**src/rtl/store_pkg.sv**
```systemverilog
// Shared types and item classification equations for the store exit gate.
// STORE_GUARD_ACK_EN adds the WAIT_ACK state (alarm latched until guard acknowledge).
package store_pkg;

   localparam int CODE_W = 4;

`ifdef STORE_GUARD_ACK_EN
   typedef enum logic [2:0] {
      ST_IDLE,
      ST_CHECK,
      ST_PASS,
      ST_ALARM,
      ST_WAIT_ACK
   } state_t;
`else
   typedef enum logic [2:0] {
      ST_IDLE,
      ST_CHECK,
      ST_PASS,
      ST_ALARM
   } state_t;
`endif

   function automatic logic is_stolen(input logic [CODE_W-1:0] c);
      return (c[0] & ~c[1] & ~c[3]) | (~c[0] & ~c[2] & ~c[3]);
   endfunction

   function automatic logic is_discount(input logic [CODE_W-1:0] c);
      return c[1] | (c[0] & c[2]);
   endfunction

endpackage

```
**src/rtl/store_item_classifier.sv**
```systemverilog
// Combinational stolen/discount decode of a registered item code.
module store_item_classifier
   import store_pkg::*;
(
   input  logic [CODE_W-1:0] code,
   output logic              stolen,
   output logic              discount
);

   assign stolen   = is_stolen(code);
   assign discount = is_discount(code);

endmodule

```
**src/rtl/store_exit_controller.sv**
```systemverilog
// Exit gate sequencer: accepts one scanned item, opens the gate or raises the alarm, keeps tallies.
// STORE_GUARD_ACK_EN holds the alarm in WAIT_ACK until guard_ack.
//
// state       | meaning
// ST_IDLE     | item_ready=1, waiting for a scanned item
// ST_CHECK    | one cycle: classify registered code, bump tallies, load timer
// ST_PASS     | gate_open=1 for PASS_CYCLES cycles
// ST_ALARM    | alarm=1 for ALARM_CYCLES cycles
// ST_WAIT_ACK | alarm held until guard_ack (STORE_GUARD_ACK_EN only)
module store_exit_controller
   import store_pkg::*;
#(
   parameter int PASS_CYCLES  = 4,
   parameter int ALARM_CYCLES = 16,
   parameter int CNT_W        = 8
)(
   input  logic              clk,
   input  logic              reset,
   input  logic              item_valid,
   output logic              item_ready,
   input  logic [CODE_W-1:0] item_code,
   input  logic              clear_counts,
   input  logic              guard_ack,
   output logic              gate_open,
   output logic              alarm,
   output logic              disc_led,
   output logic [CNT_W-1:0]  item_count,
   output logic [CNT_W-1:0]  stolen_count,
   output logic [CNT_W-1:0]  disc_count
);

   localparam int T_MAX   = (PASS_CYCLES > ALARM_CYCLES) ? PASS_CYCLES : ALARM_CYCLES;
   localparam int TIMER_W = $clog2(T_MAX) + 1;
   localparam logic [TIMER_W-1:0] PASS_LOAD  = TIMER_W'(PASS_CYCLES - 1);
   localparam logic [TIMER_W-1:0] ALARM_LOAD = TIMER_W'(ALARM_CYCLES - 1);

   state_t              state;
   logic [TIMER_W-1:0]  timer;
   logic [CODE_W-1:0]   code_q;
   logic                stolen;
   logic                discount;

`ifndef STORE_GUARD_ACK_EN
   logic unused_guard_ack;
   assign unused_guard_ack = guard_ack;
`endif

   store_item_classifier u_classifier (
      .code     (code_q),
      .stolen   (stolen),
      .discount (discount)
   );

   always_ff @(posedge clk or posedge reset) begin
      if (reset) begin
         state        <= ST_IDLE;
         timer        <= '0;
         code_q       <= '0;
         item_ready   <= 1'b1;
         gate_open    <= 1'b0;
         alarm        <= 1'b0;
         disc_led     <= 1'b0;
         item_count   <= '0;
         stolen_count <= '0;
         disc_count   <= '0;
      end else begin
         case (state)
            ST_IDLE: begin
               if (item_valid && item_ready) begin
                  code_q     <= item_code;
                  item_ready <= 1'b0;
                  state      <= ST_CHECK;
               end
            end
            ST_CHECK: begin
               if (item_count != '1) item_count <= item_count + 1'b1;
               if (stolen) begin
                  if (stolen_count != '1) stolen_count <= stolen_count + 1'b1;
                  alarm <= 1'b1;
                  timer <= ALARM_LOAD;
                  state <= ST_ALARM;
               end else begin
                  disc_led <= discount;
                  if (discount && disc_count != '1) disc_count <= disc_count + 1'b1;
                  gate_open <= 1'b1;
                  timer     <= PASS_LOAD;
                  state     <= ST_PASS;
               end
            end
            ST_PASS: begin
               if (timer == '0) begin
                  gate_open  <= 1'b0;
                  item_ready <= 1'b1;
                  state      <= ST_IDLE;
               end else begin
                  timer <= timer - 1'b1;
               end
            end
            ST_ALARM: begin
               if (timer == '0) begin
`ifdef STORE_GUARD_ACK_EN
                  state <= ST_WAIT_ACK;
`else
                  alarm      <= 1'b0;
                  item_ready <= 1'b1;
                  state      <= ST_IDLE;
`endif
               end else begin
                  timer <= timer - 1'b1;
               end
            end
`ifdef STORE_GUARD_ACK_EN
            ST_WAIT_ACK: begin
               if (guard_ack) begin
                  alarm      <= 1'b0;
                  item_ready <= 1'b1;
                  state      <= ST_IDLE;
               end
            end
`endif
            default: begin
               gate_open  <= 1'b0;
               alarm      <= 1'b0;
               item_ready <= 1'b1;
               state      <= ST_IDLE;
            end
         endcase

         // Clear is placed last so it overrides any increment from CHECK.
         if (clear_counts) begin
            item_count   <= '0;
            stolen_count <= '0;
            disc_count   <= '0;
         end
      end
   end

endmodule

```
**config.mk**
```make
export PLATFORM = sky130hd
export DESIGN_NAME = store_exit_controller
export DESIGN_NICKNAME = d
export VERILOG_FILES = /design/src/rtl/store_pkg.sv /design/src/rtl/store_item_classifier.sv /design/src/rtl/store_exit_controller.sv
export SDC_FILE = /design/constraint.sdc
export NUM_CORES = 1
export LEC_CHECK = 0
export CORE_MARGIN = 4
export CORE_UTILIZATION = 35
export CTS_CLUSTER_SIZE = 40
export DETAILED_ROUTE_END_ITERATION = 10
export GPL_TIMING_DRIVEN = 0
export PLACE_DENSITY = 0.59
export SLEW_MARGIN = 25
export SYNTH_ARGS = -nofsm -noshare
export SYNTH_HDL_FRONTEND = slang
export SYNTH_SLANG_ARGS = --single-unit
```
**constraint.sdc**
```tcl
create_clock -name clk -period 2.15 [get_ports clk]
set_input_delay 0.43 -clock clk [delete_from_list [all_inputs] [get_ports clk]]
set_output_delay 0.43 -clock clk [all_outputs]
set_load 0.05 [all_outputs]
```
==> results of run 1 <==
[how the worst max path moves through the flow]
stage,endpoint,slack (ps),depth (start not counted)
after floorplan,disc_count[7],240,7
after global placement,timer[4],-70,2
after detailed placement,disc_count[7],20,7
after CTS,disc_count[7],7,7
after global routing,disc_count[7],3,7
final,item_count[7],80,1
[synth_stat cells, types with 4 or more instances]
master    n  share of area
a21oi_1   9          0.021
a31oi_1   6          0.018
dfrtp_1  38           0.45
ha_1      8          0.047
inv_1     8          0.014
mux2_2    9          0.047
mux2i_1   4          0.019
nand2_1  14          0.025
nand3_1   8          0.019
nand4_1   6          0.018
nor2_1   28          0.049
nor2b_1   8          0.023
nor3_1    5          0.012
o21ai_0  11          0.026
o22ai_1   4          0.012
o31ai_1   4          0.014
or4_1     4          0.014
[per-layer routing]
metal / GRT usage / vias to the layer above / routed length, µm
met5: 0 / - / 0
met4: 0.05180 / 0 / 76
met3: 0.02498 / 5 / 198
met2: 0.2053 / 39 / 2039
met1: 0.1998 / 837 / 2408
li1: - / 885 / -
[layout by cell type (no fill, tap or decap), types with 2 or more instances in the layout]
| cell type | instances |
|---|---|
| xnor2_1 | 2 |
| nand4_1 | 6 |
| o21ai_0 | 11 |
| a211oi_1 | 2 |
| inv_1 | 6 |
| mux2i_1 | 4 |
| inv_2 | 2 |
| a31oi_1 | 6 |
| nor3_1 | 5 |
| nand3_1 | 8 |
| a21oi_1 | 9 |
| nand2_1 | 14 |
| mux2_1 | 3 |
| ha_1 | 8 |
| o31ai_1 | 4 |
| buf_2 | 2 |
| nor2b_1 | 8 |
| clkdlybuf4s50_1 | 35 |
| nor3b_1 | 2 |
| or4_1 | 4 |
| dfrtp_1 | 37 |
| nor4_1 | 2 |
| mux2_2 | 9 |
| xor2_1 | 3 |
| o22ai_1 | 4 |
| nand2b_1 | 3 |
| clkbuf_8 | 5 |
| or3_1 | 3 |
| nor2_1 | 27 |
| and3_1 | 2 |
[metrics by stage]
| step | area (µm²) | util |
|---|---|---|
| global placement | 2579 | 0.4355 |
| finish | 2715 | 0.4586 |
| floorplan | 2135 | - |
| global route | 2715 | 0.4586 |
| detailed placement | 2599 | 0.4389 |
| CTS | 2705 | 0.4569 |
[final cells by class]
cell class	instances	area, µm²
well taps	75	93.84
repair buffers	36	370.4
clock inverters	2	37.54
multi-input cells	166	1111
inverters	8	30.03
clock buffers	5	68.82
fillers	552	3206
flip-flops and latches	39	978.4
plain buffers	4	25.02
[power groups by stage]
stage / combinational (mW) / clock, mW / sequential, mW
5_1_grt: 1.50 / 0.649 / 1.14
3_5_place_dp: 1.36 / 0 / 1.12
4_1_cts: 1.37 / 0.619 / 1.11
3_3_place_gp: 1.34 / 0 / 1.12
2_1_floorplan: 0.787 / 0 / 1.32
6_report: 1.37 / 0.600 / 1.11
[registers in the layout (all words and copies together), names as in the netlist]
signal / flops
stolen_count: 8
state: 2
gate_open: 1
item_ready: 1
timer: 5
alarm: 1
disc_count: 8
item_count: 8
code_q: 4
disc_led: 1
[cell families (layout without fill, tap and decap cells)]
logic type,Yosys count,in the layout,synth area share
buf+inv,12,55,0.02579
flops,39,39,0.4578
fa+ha+maj,8,8,0.04690
xor+xnor,5,5,0.02052
simple gates,90,90,0.2151
compound gates,45,45,0.1383
mux,18,18,0.09554
==> qor.yml, run 1 <==
clk_pin_slew_ps: 90
io_buffers: 35
dr.pass1.iters: 4
layout_worst_path_cycle_share: 0.9632
place_ws_ps: 22.26
endpoint_kind: "primary output"
startpoint: "item_count[7]"
boundaryPins: 37
clockBufferDepth: 2
cts_resized: 0
p_sw_frac: 0.4155
ys.flop_type: "dfrtp_1"
drt_iter0_drc: 102
final_net_count: 277
dieHeight_um: 86.10
initial_core_util: 0.3605
max_freq_ghz: 0.4829
synth_edf_count: 0
cts_sinks: 39
num_vias: 1766
max_stage_delay_ps: 860
synth_area_um2: 2135
run_status: "complete, no violations"
ir_drop_mv: 0.5781
die-area_um2: 7412
seq_area_frac_synth: 0.4578
period_needed_ps: 2071
fin_cells: 335
rr_worst_depth: 7
core_area_um2: 5921
grt_max_degree: 29
htreeDepth: 2
grt_first_pass_wirelength_um: 8259
grt_overflow_total: 0
worstMarginPinSlew_ps: 506.0
timing.setup.tns_ps: 0
start_kind: "register"
cp_max_fo: 8
min_path_type: "in -> async"
slew_headroom: 0.6579
post-cts-setup-buffers: 0
post-route-drc-count: 0
antenna_cells: 0
die_w_um: 86.10
power_leakage_nw: 1.106
critPathArrivalTime_ps: 1640
synthArstFlopShare: 1.000
clk_latency_ps: 300
crit-reg2reg-launch: "state[1]"
cap_violations: 0
finalHoldViolCount: 0
rsz0062_at_grt: "false"
ys_warn_count: 0
ys_ff_latch: 39
clockPowerShare: 0.195
wirelength_um: 4723
syn_inst: 217
core.rowCount: 28
cpMaxStageDelayCell: "clkdlybuf4s50_1"
drive_gt1_frac: 0.1231
synth_nets: 234
timing.hold.ws_ps: 388.5
power_mw: 3.078
routedWlPerCell_um: 14.10
holdBufCountCts: 0
grt_antenna_before_repair: 0
routed_via_density: 5.272
cts_tree: "yes"
p_int_mw: 1.799
syn_to_final_growth_pct: 27.20
finalSetupViolations: 0
path_cells: "clkdlybuf4s50_1"
grt_usage: 0.1383
skew_ps: 17.31
place_congestion: 0.7452
grt_pass1_vias: 1737
cts_root_buf: "clkbuf_8"
drv_slew: 0
ys_types: 45
avgSynthCellArea_um2: 9.837
p_sw_mw: 1.279
dp_cells: 328
combPwrFrac: 0.444
timing.critical_path.buf_inv: 1
critPathKind: "reg -> out"
r2r_setup_slack_ps: 120
hpwl_um: 3432
setup_ws_ps: 79.06
power.share.sequential: 0.361
crit_family: "buffers and inverters"
reg2reg_to: "disc_count[7]"
p_per_area_nw_per_um2: 1133
cts_made_buffers: 5
cp.required_ps: 1720
drtAntennaViolNets: 0
(Power assumes the default switching activity.)
==> run 2: changes to the inputs <==
--- a/config.mk
+++ b/config.mk
@@ -5,6 +5,7 @@
 export SDC_FILE = /design/constraint.sdc
 export NUM_CORES = 1
 export LEC_CHECK = 0
+export ABC_CLOCK_PERIOD_IN_PS = 2150
 export CORE_MARGIN = 4
 export CORE_UTILIZATION = 35
 export CTS_CLUSTER_SIZE = 40
==> results of run 2 <==
No change in the layout: final DEF, timing and power equal those of run 1.
==> run 3: changes to the inputs <==
--- a/config.mk
+++ b/config.mk
@@ -8,7 +8,6 @@
 export ABC_CLOCK_PERIOD_IN_PS = 2150
 export CORE_MARGIN = 4
 export CORE_UTILIZATION = 35
-export CTS_CLUSTER_SIZE = 40
 export DETAILED_ROUTE_END_ITERATION = 10
 export GPL_TIMING_DRIVEN = 0
 export PLACE_DENSITY = 0.59
==> results of run 3 <==
No change in the layout: final DEF, timing and power equal those of run 1.
==> RTL change 1: new RTL, config.mk and constraints of run 3 <==
Make the reset (`reset`) synchronous in one clocked block.
--- a/src/rtl/store_exit_controller.sv
+++ b/src/rtl/store_exit_controller.sv
@@ -51,7 +51,7 @@
       .discount (discount)
    );
 
-   always_ff @(posedge clk or posedge reset) begin
+   always_ff @(posedge clk) begin
       if (reset) begin
          state        <= ST_IDLE;
          timer        <= '0;
Check against the original RTL: differs if reset is asserted again (counterexample within 4 cycles, from zero or initial values and one cycle with reset high); with reset held inactive, the same outputs for 10 cycles.
==> RTL change 1 against run 3 <==
Sequential share of layout area fell by 5.4 points; register-to-register slack improved by 0.06 ns; routed wire length rose by 3.2%; cell count rose by 3.9%; sequential cell count did not move; area after synthesis fell by 5.3%; power fell by 26%; combinational power fell by 36%; design area fell by 5.9%; fmax rose by 0.75%; setup slack improved by 0.015 ns; critical path type unchanged; critical endpoint is now item_count[2]; largest cell class unchanged.
==> RTL change 1: results (changes against run 3) <==
[routing]
wl_um=4870  ; +3.2%
drt_iter0_drc=79  ; -23%
num_vias=1923  ; +8.9%
dr.pass1.iters=4  ; unchanged

[placed_design]
dp_hpwl_um=3500  ; +2.1%
gp_congestion=0.794  ; +6.6%
placement.io_buffers=34  ; -2.9%

[critical_path]
r2r_start=timer[0]$_SDFFE_PP0P_
crit_fanout=9  ; +1
rr_endpoint=alarm$_SDFFE_PP0P_
r2r_cells=6  ; -1
r2r_slack_ns=0.18  ; +0.06 ns

[finish]
nFillCells=543  ; -1.6%
diodes=0  ; unchanged
drive_gt1_share_pct=7.61  ; -4.7 points

[sta]
hold-worst-slack_ns=0.514  ; +0.126 ns
slew_headroom_pct=56.8  ; -9.0 points
fin_worst_skew_ns=0.00540  ; -0.0119 ns

[outcome]
status=completed

[grt]
grt_pass1_wl_um=8290  ; +0.41%
grt_pass1_vias=1724  ; -0.75%
grt_max_degree=13  ; -55%

[synth]
yosys-top-cells-area=dfxtp_1, ha_1, nor2_1
synth_commonest_cells=dfxtp_1, nor2_1, a21oi_1, o21ai_0, nand3_1
ys_async_sr_fraction_pct=0  ; -100 points
ys_seq_area_share_pct=38.6  ; -7.1 points
syn_nets=252  ; +7.7%

[pwr]
ir_drop_uv=516  ; -11%

[hold_path]
whs_endpoint=timer[1]$_SDFFE_PP0P_
worstHoldPathType=flip-flop to flip-flop

-- RTL change 1: cell count changes after synthesis, sizes merged, moves of 5 or more --
cell	delta
a31oi	-5
or3	+7
nor2b	-8
and4	+5
nand2	-5
clkbuf	+7
dfrtp	-38
dfxtp	+39
a21oi	+7
o311ai	+7
mux2	-12
o41ai	+7
-- RTL change 1: how the worst max path moves through the flow --
stage	start	endpoint	slack (ns)	cells past startpoint
floorplan	item_count[0]$_SDFFE_PP0P_	item_count[1]$_SDFFE_PP0P_	0.20	5
global placement	state[1]$_SDFFE_PP0P_	disc_count[6]$_SDFFE_PP0P_	-0.005	8
detailed placement	state[1]$_SDFFE_PP0P_	disc_count[6]$_SDFFE_PP0P_	-0.03	8
CTS	state[1]$_SDFFE_PP0P_	stolen_count[3]$_SDFFE_PP0P_	0.04	8
global route	timer[0]$_SDFFE_PP0P_	alarm$_SDFFE_PP0P_	0.005	6
finish	item_count[2]$_SDFFE_PP0P_	item_count[2]	0.09	1
-- RTL change 1: final cells by class --
type / count / area share [%]
sequential: 39 / 30.7
tap: 72 / 3.53
inverter: 8 / 1.18
clock inverter: 2 / 0.490
clock buffer: 6 / 2.84
timing repair buffer: 34 / 13.3
buffer: 8 / 1.37
multi-input combinational: 179 / 46.6
-- RTL change 1: routing by layer --
| metal | track usage, % | vias up | part of all wire, % |
|---|---|---|---|
| met3 | 4.84 | 6 | 6.6 |
| met1 | 20.2 | 877 | 49 |
| met5 | 0 | - | 0 |
| met4 | 3.95 | 0 | 1.2 |
| met2 | 20.5 | 51 | 43 |
| li1 | - | 989 | - |
-- RTL change 1: report_power, final --
group | total (mW) | leakage [nW] | internal (mW) | switching, mW
logic | 0.872 | 0.577 | 0.348 | 0.523
registers | 0.911 | 0.317 | 0.814 | 0.0974
clock network | 0.489 | 0.0412 | 0.227 | 0.262
-- RTL change 1: logic make-up after synthesis --
family                   synth area share (%)
AO/OA/AOI/OAI                            22.4
buffers and inverters                    3.22
AND/OR/NAND/NOR                          24.7
adder cells (fa/ha/maj)                  4.95
XOR/XNOR                                0.867
flip-flops                               38.6
multiplexers                             5.20
-- RTL change 1: stage by stage --
step / setup WS, ns / area [um^2] / instances / total power [mW]
6_report: 0.0945 / 2550 / 348 / 2.27
5_1_grt: 0.00475 / 2550 / 348 / 2.43
4_1_cts: 0.0393 / 2540 / 349 / 2.28
3_5_place_dp: -0.0267 / 2450 / 341 / 1.77
3_3_place_gp: -0.00511 / 2450 / 341 / 1.77
2_1_floorplan: 0.198 / 2020 / 235 / 1.56
-- RTL change 1: timing repair --
item                       in CTS  in global routing
pin swaps                       0                  0
resized for setup               2                  8
setup endpoints to repair       3                 13
==> RTL change 2: new RTL, flow settings as in run 3 <==
Made on the original files. Build with the macro `STORE_GUARD_ACK_EN` defined.
--- a/src/rtl/store_pkg.sv
+++ b/src/rtl/store_pkg.sv
@@ -1,5 +1,7 @@
 // Shared types and item classification equations for the store exit gate.
 // STORE_GUARD_ACK_EN adds the WAIT_ACK state (alarm latched until guard acknowledge).
+`define STORE_GUARD_ACK_EN
+
 package store_pkg;
 
    localparam int CODE_W = 4;
Formal check against the unedited RTL: no difference found for any inputs over 10 cycles, from zero or initial values and one cycle with reset high; that may be too few to reach the edited logic, so the function may still have changed.
==> RTL change 2 against run 3 <==
Setup slack improved by 0.046 ns; power decreased by 21%; global-route usage increased by 0.19 points; area after synthesis increased by 1.9%; utilization increased by 0.15 points; die area grew 1.7%; largest cell class unchanged; design area up 1.5%; sequential cell count rose by 1; combinational power down 35%; routed wire length is 3.2% higher.
==> RTL change 2: results (changes against run 3) <==
[outcome]
status=completed

[synth]
synth_commonest_cells=dfrtp_1, a21oi_1, nand2_1, nor2_1, o21ai_0
yosys-top-cells-area=dfrtp_1, a21oi_1, mux2_2
ys_seq_area_share_pct=46.1  ; +0.31 points
synth_ff_type=dfrtp_1
syn_nets=238  ; +1.7%

[sta]
hold-worst-slack_ns=0.409  ; +0.0205 ns
fin_worst_skew_ns=0.00884  ; -0.00847 ns
slew_headroom_pct=65.5  ; -0.25 points

[routing]
vias_per_cell=5.32  ; +1.0%
drt_iter0_drc=64  ; -37%
wl_um=4870  ; +3.2%

[finish]
drive_gt1_share_pct=11.1  ; -1.2 points
fin_nets=282  ; +1.8%

[critical_path]
rr_endpoint=disc_count[6]$_DFFE_PP0P_
slowest_delay_ns=0.84  ; -0.02 ns
r2r_cells=5  ; -2
crit_fanout=7  ; -1

[pwr]
ir_drop_uv=344  ; -41%
p_leak_nw=1.10  ; -0.43%

[grt]
grt_pass1_vias=1766  ; +1.7%
grt_pass1_wl_um=8430  ; +2.1%
grt_overflow=0  ; unchanged
grt.total_usage_pct=14.0  ; +0.19 points
grt_max_degree=28  ; -3.4%

[job]
drv_cap=0  ; unchanged

[placed_design]
dp_hpwl_um=3520  ; +2.6%
gp_congestion=0.753  ; +1.1%

[RTL change 2: cell types whose count changed in the layout (fill, tap and decap cells not counted), sizes merged, moves of 3 or more]
cell           run 3  this run
buf                4         7
nand2b             3         6
nor2              28        15
ha                 8         4
mux2              13         8
a21oi              9        24
nand4              6         3
or3                3         6
clkbuf             6        12
o22ai              4         1
and4               0         5
nor2b              8         5
[RTL change 2: power breakdown]
group	internal, mW	total, mW	switching [mW]	leakage, nW
Combinational	0.379	0.887	0.508	0.529
Sequential	0.891	1.01	0.117	0.521
Clock	0.256	0.533	0.276	0.0510
[RTL change 2: timing repair]
action                     CTS  global route
pin swaps                    1             0
setup buffers                1             0
setup endpoints to repair    2             7
gates resized for setup      0             4
[RTL change 2: final cells by class]
cell class	count	area (um^2)
inverters	7	26.3
multi-input cells	167	1090
plain buffers	11	67.6
flip-flops and latches	40	1000
fillers	580	3230
clock inverters	2	10.0
well taps	75	93.8
clock buffers	6	82.6
repair buffers	37	380
[RTL change 2: per-stage QoR]
| step | cells | instance area (um^2) | setup slack [ns] | utilization [%] | setup TNS [ns] |
|---|---|---|---|---|---|
| CTS | 345 | 2740 | 0.0339 | 45.7 | 0 |
| global placement | 335 | 2620 | -0.170 | 43.7 | -6.62 |
| detailed placement | 336 | 2640 | -0.0664 | 44.0 | -0.0952 |
| global route | 345 | 2760 | 0.00806 | 46.0 | 0 |
| finish | 345 | 2760 | 0.125 | 46.0 | 0 |
| floorplan | 225 | 2170 | 0.118 | - | 0 |
[RTL change 2: layer usage]
layer	global-route usage [%]	part of all wire, %	wire length [um]
met3	3.52	3.6	175
met1	19.1	48	2340
met2	21.9	47	2300
met4	4.25	1.3	61
met5	0	0	0
[RTL change 2: kinds of logic after synthesis]
family | Yosys count | synth area share [%]
AOI/OAI and AO/OA | 58 | 16.2
xor gates and xnor gates | 2 | 0.806
adders and majority gates | 4 | 2.30
buffers and inverters | 18 | 4.32
DFF | 40 | 46.1
muxes | 12 | 5.98
and+or+nand+nor | 91 | 24.3
[RTL change 2: worst max path at each step]
stage	start	to	slack, ns	cells after the start
2_1_floorplan	stolen_count[0]$_DFFE_PP0P_	stolen_count[7]$_DFFE_PP0P_	0.12	5
3_3_place_gp	reset	stolen_count[1]$_DFFE_PP0P_	-0.17	2
4_1_cts	item_ready$_DFFE_PP1P_	item_ready	0.03	1
5_1_grt	code_q[0]$_DFFE_PP0P_	stolen_count[7]$_DFFE_PP0P_	0.008	5
6_report	item_count[5]$_DFFE_PP0P_	item_count[5]	0.12	1
3_5_place_dp	state[2]$_DFFE_PP0P_	stolen_count[7]$_DFFE_PP0P_	-0.07	6
